--- src/rtl/csr_pkg.sv ---
// Shared machine-mode CSR definitions: addresses, mstatus layout, WARL masks, cause codes.
package csr_pkg;

  localparam logic [11:0] CSR_MSTATUS   = 12'h300;
  localparam logic [11:0] CSR_MISA      = 12'h301;
  localparam logic [11:0] CSR_MIE       = 12'h304;
  localparam logic [11:0] CSR_MTVEC     = 12'h305;
  localparam logic [11:0] CSR_MSCRATCH  = 12'h340;
  localparam logic [11:0] CSR_MEPC      = 12'h341;
  localparam logic [11:0] CSR_MCAUSE    = 12'h342;
  localparam logic [11:0] CSR_MTVAL     = 12'h343;
  localparam logic [11:0] CSR_MIP       = 12'h344;
  localparam logic [11:0] CSR_MCYCLE    = 12'hB00;
  localparam logic [11:0] CSR_MINSTRET  = 12'hB02;
  localparam logic [11:0] CSR_MVENDORID = 12'hF11;
  localparam logic [11:0] CSR_MARCHID   = 12'hF12;
  localparam logic [11:0] CSR_MIMPID    = 12'hF13;
  localparam logic [11:0] CSR_MHARTID   = 12'hF14;

  localparam int unsigned MSTATUS_MIE    = 3;
  localparam int unsigned MSTATUS_MPIE   = 7;
  localparam int unsigned MSTATUS_MPP_LO = 11;
  localparam logic [63:0] MSTATUS_WMASK  = 64'h0000_0000_0000_0088;

  localparam logic [63:0] MTVEC_WMASK = ~64'h2;
  localparam logic [63:0] MEPC_WMASK  = ~64'h1;
  localparam logic [63:0] MISA_RV64I  = 64'h8000_0000_0000_0100;

  localparam logic [63:0] CAUSE_MISALIGNED_FETCH = 64'd0;
  localparam logic [63:0] CAUSE_ILLEGAL_INSN     = 64'd2;
  localparam logic [63:0] CAUSE_BREAKPOINT       = 64'd3;
  localparam logic [63:0] CAUSE_MISALIGNED_LOAD  = 64'd4;
  localparam logic [63:0] CAUSE_MISALIGNED_STORE = 64'd6;
  localparam logic [63:0] CAUSE_ECALL_M          = 64'd11;

  // MPP is hardwired to machine mode since no other privilege level exists.
  function automatic logic [63:0] mstatus_rd(input logic mie, input logic mpie);
    logic [63:0] v;
    v = '0;
    v[MSTATUS_MPP_LO +: 2] = 2'b11;
    v[MSTATUS_MIE]         = mie;
    v[MSTATUS_MPIE]        = mpie;
    return v & (MSTATUS_WMASK | 64'h1800);
  endfunction

endpackage

--- src/rtl/csr_if.sv ---
// Read/write port between the CSR functional unit and the CSR register file.
interface csr_if #(parameter int unsigned XLEN = 64);
  logic [11:0]     raddr;
  logic [XLEN-1:0] rdata;
  logic [11:0]     waddr;
  logic [XLEN-1:0] wdata;
  logic            wvalid;

  modport slave  (input raddr, output rdata, input waddr, input wdata, input wvalid);
  modport master (output raddr, input rdata, output waddr, output wdata, output wvalid);
endinterface

--- src/rtl/csr_counter.sv ---
// Free-running counter with a load port; a load in the same cycle as an increment wins.
module csr_counter #(
  parameter int unsigned W = 64
) (
  input  logic         clk,
  input  logic         rstn,
  input  logic         inc,
  input  logic         wr_en,
  input  logic [W-1:0] wr_data,
  output logic [W-1:0] cnt
);

  always_ff @(posedge clk or negedge rstn) begin
    if (!rstn)      cnt <= '0;
    else if (wr_en) cnt <= wr_data;
    else if (inc)   cnt <= cnt + W'(1);
  end

endmodule

--- src/rtl/csr_regfile.sv ---
// Machine-mode CSR storage: combinational reads, commit-time writes, counters,
// and trap-entry / mret updates of mstatus, mepc, mcause, mtval.
module csr_regfile
  import csr_pkg::*;
#(
  parameter int unsigned     XLEN     = 64,
  parameter logic [XLEN-1:0] HART_ID  = '0,
  parameter logic [XLEN-1:0] MISA_VAL = XLEN'(MISA_RV64I)
) (
  input  logic            clk,
  input  logic            rstn,
  csr_if.slave            csr_io,
  input  logic            retire_i,
  input  logic            trap_valid_i,
  input  logic [XLEN-1:0] trap_cause_i,
  input  logic [XLEN-1:0] trap_pc_i,
  input  logic [XLEN-1:0] trap_tval_i,
  input  logic            mret_i,
  output logic [XLEN-1:0] mtvec_o,
  output logic [XLEN-1:0] mepc_o,
  output logic            mie_o,
  output logic            illegal_o
);

  logic            mie_q, mpie_q;
  logic [XLEN-1:0] mie_reg, mtvec_q, mscratch_q, mepc_q, mcause_q, mtval_q;
  logic [XLEN-1:0] mcycle_q, minstret_q;
  logic [XLEN-1:0] rdata_c;

  csr_counter #(.W(XLEN)) u_mcycle (
    .clk     (clk),
    .rstn    (rstn),
    .inc     (1'b1),
    .wr_en   (csr_io.wvalid && csr_io.waddr == CSR_MCYCLE),
    .wr_data (csr_io.wdata),
    .cnt     (mcycle_q)
  );

  csr_counter #(.W(XLEN)) u_minstret (
    .clk     (clk),
    .rstn    (rstn),
    .inc     (retire_i),
    .wr_en   (csr_io.wvalid && csr_io.waddr == CSR_MINSTRET),
    .wr_data (csr_io.wdata),
    .cnt     (minstret_q)
  );

  // Trap/mret updates come after the CSR write so their later non-blocking
  // assignments override a same-cycle FU write to the same register.
  always_ff @(posedge clk or negedge rstn) begin
    if (!rstn) begin
      mie_q      <= 1'b0;
      mpie_q     <= 1'b0;
      mie_reg    <= '0;
      mtvec_q    <= '0;
      mscratch_q <= '0;
      mepc_q     <= '0;
      mcause_q   <= '0;
      mtval_q    <= '0;
    end else begin
      if (csr_io.wvalid) begin
        case (csr_io.waddr)
          CSR_MSTATUS: begin
            mie_q  <= csr_io.wdata[MSTATUS_MIE];
            mpie_q <= csr_io.wdata[MSTATUS_MPIE];
          end
          CSR_MIE:      mie_reg    <= csr_io.wdata;
          CSR_MTVEC:    mtvec_q    <= csr_io.wdata & XLEN'(MTVEC_WMASK);
          CSR_MSCRATCH: mscratch_q <= csr_io.wdata;
          CSR_MEPC:     mepc_q     <= csr_io.wdata & XLEN'(MEPC_WMASK);
          CSR_MCAUSE:   mcause_q   <= csr_io.wdata;
          CSR_MTVAL:    mtval_q    <= csr_io.wdata;
          default: ;
        endcase
      end
      if (trap_valid_i) begin
        mepc_q   <= trap_pc_i & XLEN'(MEPC_WMASK);
        mcause_q <= trap_cause_i;
        mtval_q  <= trap_tval_i;
        mpie_q   <= mie_q;
        mie_q    <= 1'b0;
      end else if (mret_i) begin
        mie_q  <= mpie_q;
        mpie_q <= 1'b1;
      end
    end
  end

  always_comb begin
    rdata_c   = '0;
    illegal_o = 1'b0;
    unique case (csr_io.raddr)
      CSR_MSTATUS:   rdata_c = XLEN'(mstatus_rd(mie_q, mpie_q));
      CSR_MISA:      rdata_c = MISA_VAL;
      CSR_MIE:       rdata_c = mie_reg;
      CSR_MTVEC:     rdata_c = mtvec_q;
      CSR_MSCRATCH:  rdata_c = mscratch_q;
      CSR_MEPC:      rdata_c = mepc_q;
      CSR_MCAUSE:    rdata_c = mcause_q;
      CSR_MTVAL:     rdata_c = mtval_q;
      CSR_MIP:       rdata_c = '0;
      CSR_MCYCLE:    rdata_c = mcycle_q;
      CSR_MINSTRET:  rdata_c = minstret_q;
      CSR_MHARTID:   rdata_c = HART_ID;
      CSR_MVENDORID, CSR_MARCHID, CSR_MIMPID: rdata_c = '0;
      default:       illegal_o = 1'b1;
    endcase
  end

  assign csr_io.rdata = rdata_c;
  assign mtvec_o      = mtvec_q;
  assign mepc_o       = mepc_q;
  assign mie_o        = mie_q;

endmodule

--- src/flat_wrapper.sv ---
// flat-port wrapper written by rule: the top's interface ports become plain ports
module csr_regfile_flat import csr_pkg::*;
#(
  parameter int unsigned     XLEN     = 64,
  parameter logic [XLEN-1:0] HART_ID  = '0,
  parameter logic [XLEN-1:0] MISA_VAL = XLEN'(MISA_RV64I)
)
  (clk, rstn, retire_i, trap_valid_i, trap_cause_i, trap_pc_i, trap_tval_i, mret_i, mtvec_o, mepc_o, mie_o, illegal_o, csr_io_raddr, csr_io_rdata, csr_io_waddr, csr_io_wdata, csr_io_wvalid);
  csr_if #(.XLEN(XLEN)) csr_io_i ();
  input  logic clk;
  input  logic rstn;
  input  logic retire_i;
  input  logic trap_valid_i;
  input  logic [XLEN-1:0] trap_cause_i;
  input  logic [XLEN-1:0] trap_pc_i;
  input  logic [XLEN-1:0] trap_tval_i;
  input  logic mret_i;
  output logic [XLEN-1:0] mtvec_o;
  output logic [XLEN-1:0] mepc_o;
  output logic mie_o;
  output logic illegal_o;
  input wire logic [$bits(csr_io_i.raddr)-1:0] csr_io_raddr;
  output wire logic [$bits(csr_io_i.rdata)-1:0] csr_io_rdata;
  input wire logic [$bits(csr_io_i.waddr)-1:0] csr_io_waddr;
  input wire logic [$bits(csr_io_i.wdata)-1:0] csr_io_wdata;
  input wire logic [$bits(csr_io_i.wvalid)-1:0] csr_io_wvalid;
  assign csr_io_i.raddr = csr_io_raddr;
  assign csr_io_rdata = csr_io_i.rdata;
  assign csr_io_i.waddr = csr_io_waddr;
  assign csr_io_i.wdata = csr_io_wdata;
  assign csr_io_i.wvalid = csr_io_wvalid;
  csr_regfile #(.XLEN(XLEN), .HART_ID(HART_ID), .MISA_VAL(MISA_VAL)) u_core (.clk(clk), .rstn(rstn), .csr_io(csr_io_i), .retire_i(retire_i), .trap_valid_i(trap_valid_i), .trap_cause_i(trap_cause_i), .trap_pc_i(trap_pc_i), .trap_tval_i(trap_tval_i), .mret_i(mret_i), .mtvec_o(mtvec_o), .mepc_o(mepc_o), .mie_o(mie_o), .illegal_o(illegal_o));
endmodule
--- config.mk ---
export PLATFORM = sky130hd
export DESIGN_NAME = csr_regfile_flat
export DESIGN_NICKNAME = d
export VERILOG_FILES = /design/src/rtl/csr_pkg.sv /design/src/rtl/csr_if.sv /design/src/rtl/csr_counter.sv /design/src/rtl/csr_regfile.sv /design/src/flat_wrapper.sv
export SDC_FILE = /design/constraint.sdc
export NUM_CORES = 1
export LEC_CHECK = 0
export BUFFER_PORTS_ARGS = -buffer_cell sky130_fd_sc_hd__buf_2
export CAP_MARGIN = 40
export CORE_MARGIN = 3
export CORE_UTILIZATION = 50
export DETAILED_ROUTE_END_ITERATION = 10
export GPL_TIMING_DRIVEN = 0
export PLACE_DENSITY = 0.73
export SKIP_CTS_REPAIR_TIMING = 1
export SYNTH_ARGS = -nofsm -noshare
export SYNTH_HDL_FRONTEND = slang
export SYNTH_SLANG_ARGS = --single-unit
--- constraint.sdc ---
create_clock -name clk -period 8.1 [get_ports clk]
set_input_delay 2.43 -clock clk [delete_from_list [all_inputs] [get_ports clk]]
set_output_delay 2.43 -clock clk [all_outputs]
set_load 0.005 [all_outputs]
Yosys cells after proc, flatten, opt, wreduce, memory -nomap -nowiden
Cells that the tools add are included.
Widths: inputs -> output; s select.

word-level totals
  register bits after elaboration = 513
  bits of input ports = 286
  output and inout port bits = 194
  word-level logic and storage cells = 75

operators by class
  add/sub/neg operators = 2
  equality and inequality tests = 24
  muxes and demuxes = 22
  reductions and logical operators = 17

operators by type and width
  cell                   number
  $mux 64                12
  $pmux 64 s10           1
  $eq 12x10->1 const B   16
  $add 64x1->64 const B  2
  $eq 12x12->1 const B   8
  $reduce_or 15->1       1
  $reduce_and 2->1       7
  $reduce_bool 2->1      5
  $mux 1                 9
  $reduce_bool 3->1      2
  $logic_and 1x1->1      2

Depth between registers and ports, before layout
  depth after elaboration = 5
  gate-level depth with buffers = 10
  mapped depth without buffers = 7

Cells and area by module
Synthesis repeated with hierarchy kept, for this count alone.

second synthesis, totals
  cells, all modules = 2914
  area total of the unflattened synthesis = 28516.1 µm²

modules (own cells, without submodules)
  module                           times used  cells each  area an instance (µm²)  sequential area each (µm²)
  csr_regfile                      1           2071        21052.7                 9609.2
  csr_counter (u_core.u_minstret)  1           422         3748.6                  1601.5
  csr_counter (u_core.u_mcycle)    1           421         3714.8                  1601.5

Worst setup path after synthesis
No wires, ideal clock.

  kind = input-to-output
  start = in csr_io_raddr[7]
  end = out csr_io_rdata[23]
  arrival = 4030 ps
  data required time = 5670 ps
  slack = 1640 ps
  stages on the path = 8
  buffers on the path = 3
  cell sequence = nor4bb_1 clkbuf_1 nand4_1 buf_2 nor2_1 clkbuf_1 a222oi_1 nand3_1

between the ends
  cells in the longest elaborated chain, start to end = 2
  elaborated cells on any way between the ends = 11
  those cells by class = eq/ne: 10; mux: 1

RTL lines
  item                                                 line                RTL
  start, declared                                      flat_wrapper.sv:22  input wire logic [$bits(csr_io_i.raddr)-1:0] csr_io_raddr;
  $eq 12x12->1 / $eq 12x10->1 (equally long branches)  csr_regfile.sv:92   unique case (csr_io.raddr)
  $pmux 64 s10 (*)                                     csr_regfile.sv:92
  end, declared                                        flat_wrapper.sv:23  output wire logic [$bits(csr_io_i.rdata)-1:0] csr_io_rdata;

Every way passes the cells marked *; elsewhere a longest branch is shown, timed or not.

Worst setup path after layout
  start = in csr_io_raddr[7]
  end = out csr_io_rdata[5]

Same word-level chain as after synthesis.

==> results.yml <==
sta:
  timing_hold_violations_final: 0
  hold-worst-slack_ns: 0.506
  setup_violations: 0
  layout_worst_path_cycle_share_pct: 98.7
  timing_worst_slew_pin_value_ns: 0.975
  slew_headroom_pct: 35.0
  grt_setup_unrepaired: "no"
  max_freq_mhz: 125
  skew_ns: 0.0157
  finalMaxSlewViolations: 0
  setup-tns-final_ns: 0
  period_minus_slack_ns: 7.99
critical_path:
  arrival_ns: 5.56
  critPathMaxFanout: 10
  worst-endpoint-required_ns: 5.67
  worstSetupEndpointType: "output pin"
  critPathKind: "in -> out"
  worstSetupStartpointType: "input pin"
place:
  hpwl_um: 87000
  buffer_ports.inserted: 470
  gp_congestion: 0.967
synthesis:
  dominant_cells_by_area_after_synthesis: "sky130_fd_sc_hd__dfrtp_1, sky130_fd_sc_hd__mux2_2, sky130_fd_sc_hd__mux2i_1, sky130_fd_sc_hd__o21ai_0, sky130_fd_sc_hd__nand2_1"
  synth-seq-cells: 512
  syn_avg_cell_area_um2: 10.2
  yosys_warnings: 0
  synth_top_cells_by_count: "sky130_fd_sc_hd__dfrtp_1, sky130_fd_sc_hd__nand2_1, sky130_fd_sc_hd__nor2_1"
  seq_area_frac_synth_pct: 48.8
  post_synth_inst_count: 2584
  synth_cell_types: 51
  ys.flop_type: "sky130_fd_sc_hd__dfrtp_1"
  post_synth_instance_area_um2: 26300
  yosysMostFrequentCell: "sky130_fd_sc_hd__dfrtp_1"
  number_of_enable_type_register_cells_in_the_synthesized_netlist: 0
  post-synth-top-area-cell: "sky130_fd_sc_hd__dfrtp_1"
  yosys.area.top_type_share_pct: 48.8
  postSynth.asyncResetShare_pct: 100
flow_run:
  max_cap_violations: 0
grt:
  globalRoute.busiestLayer: "met2"
  global_route.overflow_total: 0
  groute.layer.met2.usage_pct: 60.6
  antenna_found_initial: 1
  globalRouteMet3Util_pct: 11.2
  globalRouteTotalUtil_pct: 40.1
  grt_pass1_vias: 24692
  pin_count_of_the_biggest_net_entering_global_routing: 123
  globalRouteMet1Util_pct: 53.6
  first_pass_grt_wire_length_um: 166000
clocking:
  insertion_delay_ns: 0.63
  cts_tree: "done"
  clk_root_buffer_cell: "sky130_fd_sc_hd__clkbuf_16"
  cts-htree-levels: 2
  cts_buffers: 56
  cts-root-to-sink-buffers: 3
  clkSlewWorstSetupHoldPaths_ns: 0.06
  tritoncts_num_sinks: 512
drt:
  route.detailed.drc: 0
  viasPerCell: 6.42
  drt_pre_antenna_iters: 6
  avgRoutedWirePerCell_um: 29.4
  detailroute.via_count: 25049
  ant_nets: 0
  detail_route.wirelength_um: 115000
  drtIter0Drc: 3420
floorplan:
  io-pin-count: 480
  die-height_um: 235
  fp.dieW_um: 235
  core-area_um2: 51600
  die_footprint_um2: 55300
  fp-row-count: 83
  start_util_pct: 50.9
power:
  p_switching_uw: 1610
  combPwrFrac_pct: 8.6
  irDropWorstVdd_mv: 0.161
  pwr-share-seq_pct: 44.9
  p_leak_uw: 0.0150
  p_clk_share_pct: 46.4
  switching_share_pct: 25.7
  power_report.internal_total_uw: 4660
  power_per_cell_area_nw_per_um2: 193
final_layout:
  fraction_of_final_layout_cells_with_drive_strength_greater_than_1_pct: 28.3
  area.growth.synth_to_final_pct: 23.6
  finalNetCount: 3456
  fillerInstances: 4337
hold_path:
  timing.hold.worst.class: "reg -> reg"
outcome:
  run_status: "completed"
[cell usage in the layout, fill, tap and decap left out, types with 30 or more instances in the layout]
cell,netlist,routed
sky130_fd_sc_hd__buf_2,54,523
sky130_fd_sc_hd__dfrtp_1,512,512
sky130_fd_sc_hd__nand2_1,264,264
sky130_fd_sc_hd__nor2_1,223,222
sky130_fd_sc_hd__mux2i_1,213,213
sky130_fd_sc_hd__o21ai_0,201,201
sky130_fd_sc_hd__mux2_2,198,198
sky130_fd_sc_hd__a21oi_1,157,157
sky130_fd_sc_hd__clkbuf_1,122,122
sky130_fd_sc_hd__a22oi_1,107,107
sky130_fd_sc_hd__nand3_1,98,97
sky130_fd_sc_hd__xnor2_1,64,64
sky130_fd_sc_hd__xor2_1,59,59
sky130_fd_sc_hd__clkbuf_16,0,57
sky130_fd_sc_hd__a222oi_1,56,56
sky130_fd_sc_hd__nand4_1,47,47
sky130_fd_sc_hd__buf_8,0,30
[worst max-delay path, stage by stage]
cell	delay [ns]
sky130_fd_sc_hd__buf_2	0.09
sky130_fd_sc_hd__nor4bb_1	0.41
sky130_fd_sc_hd__clkbuf_2	0.36
sky130_fd_sc_hd__and2_1	0.16
sky130_fd_sc_hd__buf_2	0.29
sky130_fd_sc_hd__and3_1	0.22
sky130_fd_sc_hd__buf_2	0.48
sky130_fd_sc_hd__buf_2	0.51
sky130_fd_sc_hd__a21oi_1	0.26
sky130_fd_sc_hd__nand3_1	0.18
sky130_fd_sc_hd__buf_2	0.14
[final cells by class]
cell class	count	area (µm²)	area share, %
diodes	3	7.51	0.0231
plain buffers	186	788	2.43
clock buffers	76	1640	5.05
clock inverters	30	462	1.42
inverters	16	60.1	0.185
multi-input cells	1870	12700	39.0
flip-flops and latches	512	12800	39.5
well taps	680	851	2.62
repair buffers	526	3170	9.78
[stage by stage]
step                      instance area, µm²  power [µW]  util (%)  cells  worst slack (ns)
after floorplan                        26300        3040         -   2585              1.64
after CTS                              32400        6270      62.8   3896            -0.314
after detailed placement               30300        3380      58.7   3790            -0.302
after global routing                   32400        6440      62.8   3896             0.179
final                                  32400        6270      62.9   3899             0.106
after global placement                 29500        3340      57.1   3735             -6.01
[power groups by stage]
stage / sequential (µW) / clock, µW / combinational, µW
detailed placement: 2860 / 0 / 528
global route: 2830 / 3020 / 587
finish: 2820 / 2910 / 540
global placement: 2850 / 0 / 496
floorplan: 2810 / 0 / 224
CTS: 2810 / 2920 / 532
[logic make-up after synthesis]
family                     count (synthesis)  synth area share (%)
adders and majority gates                  2                0.0953
other                                      1                0.0143
DFF                                      512                  48.8
xor gates and xnor gates                 123                  4.10
and+or+nand+nor                          769                  13.8
buffers and inverters                    203                  3.22
muxes                                    411                  16.6
AOI/OAI and AO/OA                        563                  13.3
[metal layers]
| metal | part of all wire (%) | routed length (µm) |
|---|---|---|
| met2 | 44 | 50300 |
| met1 | 39 | 44700 |
| met4 | 5.6 | 6420 |
| met5 | 0 | 0 |
| met3 | 12 | 13200 |
[worst paths after layout]
path	from	to	slack (ns)	depth (start not counted)
worst max-delay path	csr_io_raddr[7]	csr_io_rdata[5]	0.11	11
worst min-delay path	u_core.mie_reg[48]$_DFFE_PN0P_	u_core.mie_reg[48]$_DFFE_PN0P_	0.51	1
worst max register to register	u_core.u_mcycle.cnt[8]$_DFF_PN0_	u_core.u_mcycle.cnt[63]$_DFF_PN0_	5.11	6
worst min register to register	u_core.mie_reg[48]$_DFFE_PN0P_	u_core.mie_reg[48]$_DFFE_PN0P_	0.51	1
max in group asynchronous	rstn	u_core.mtval_q[56]$_DFFE_PN0P_	4.82	3
min in group asynchronous	rstn	u_core.mcause_q[26]$_DFFE_PN0P_	1.78	1
Power figures use the tool's default switching activity.
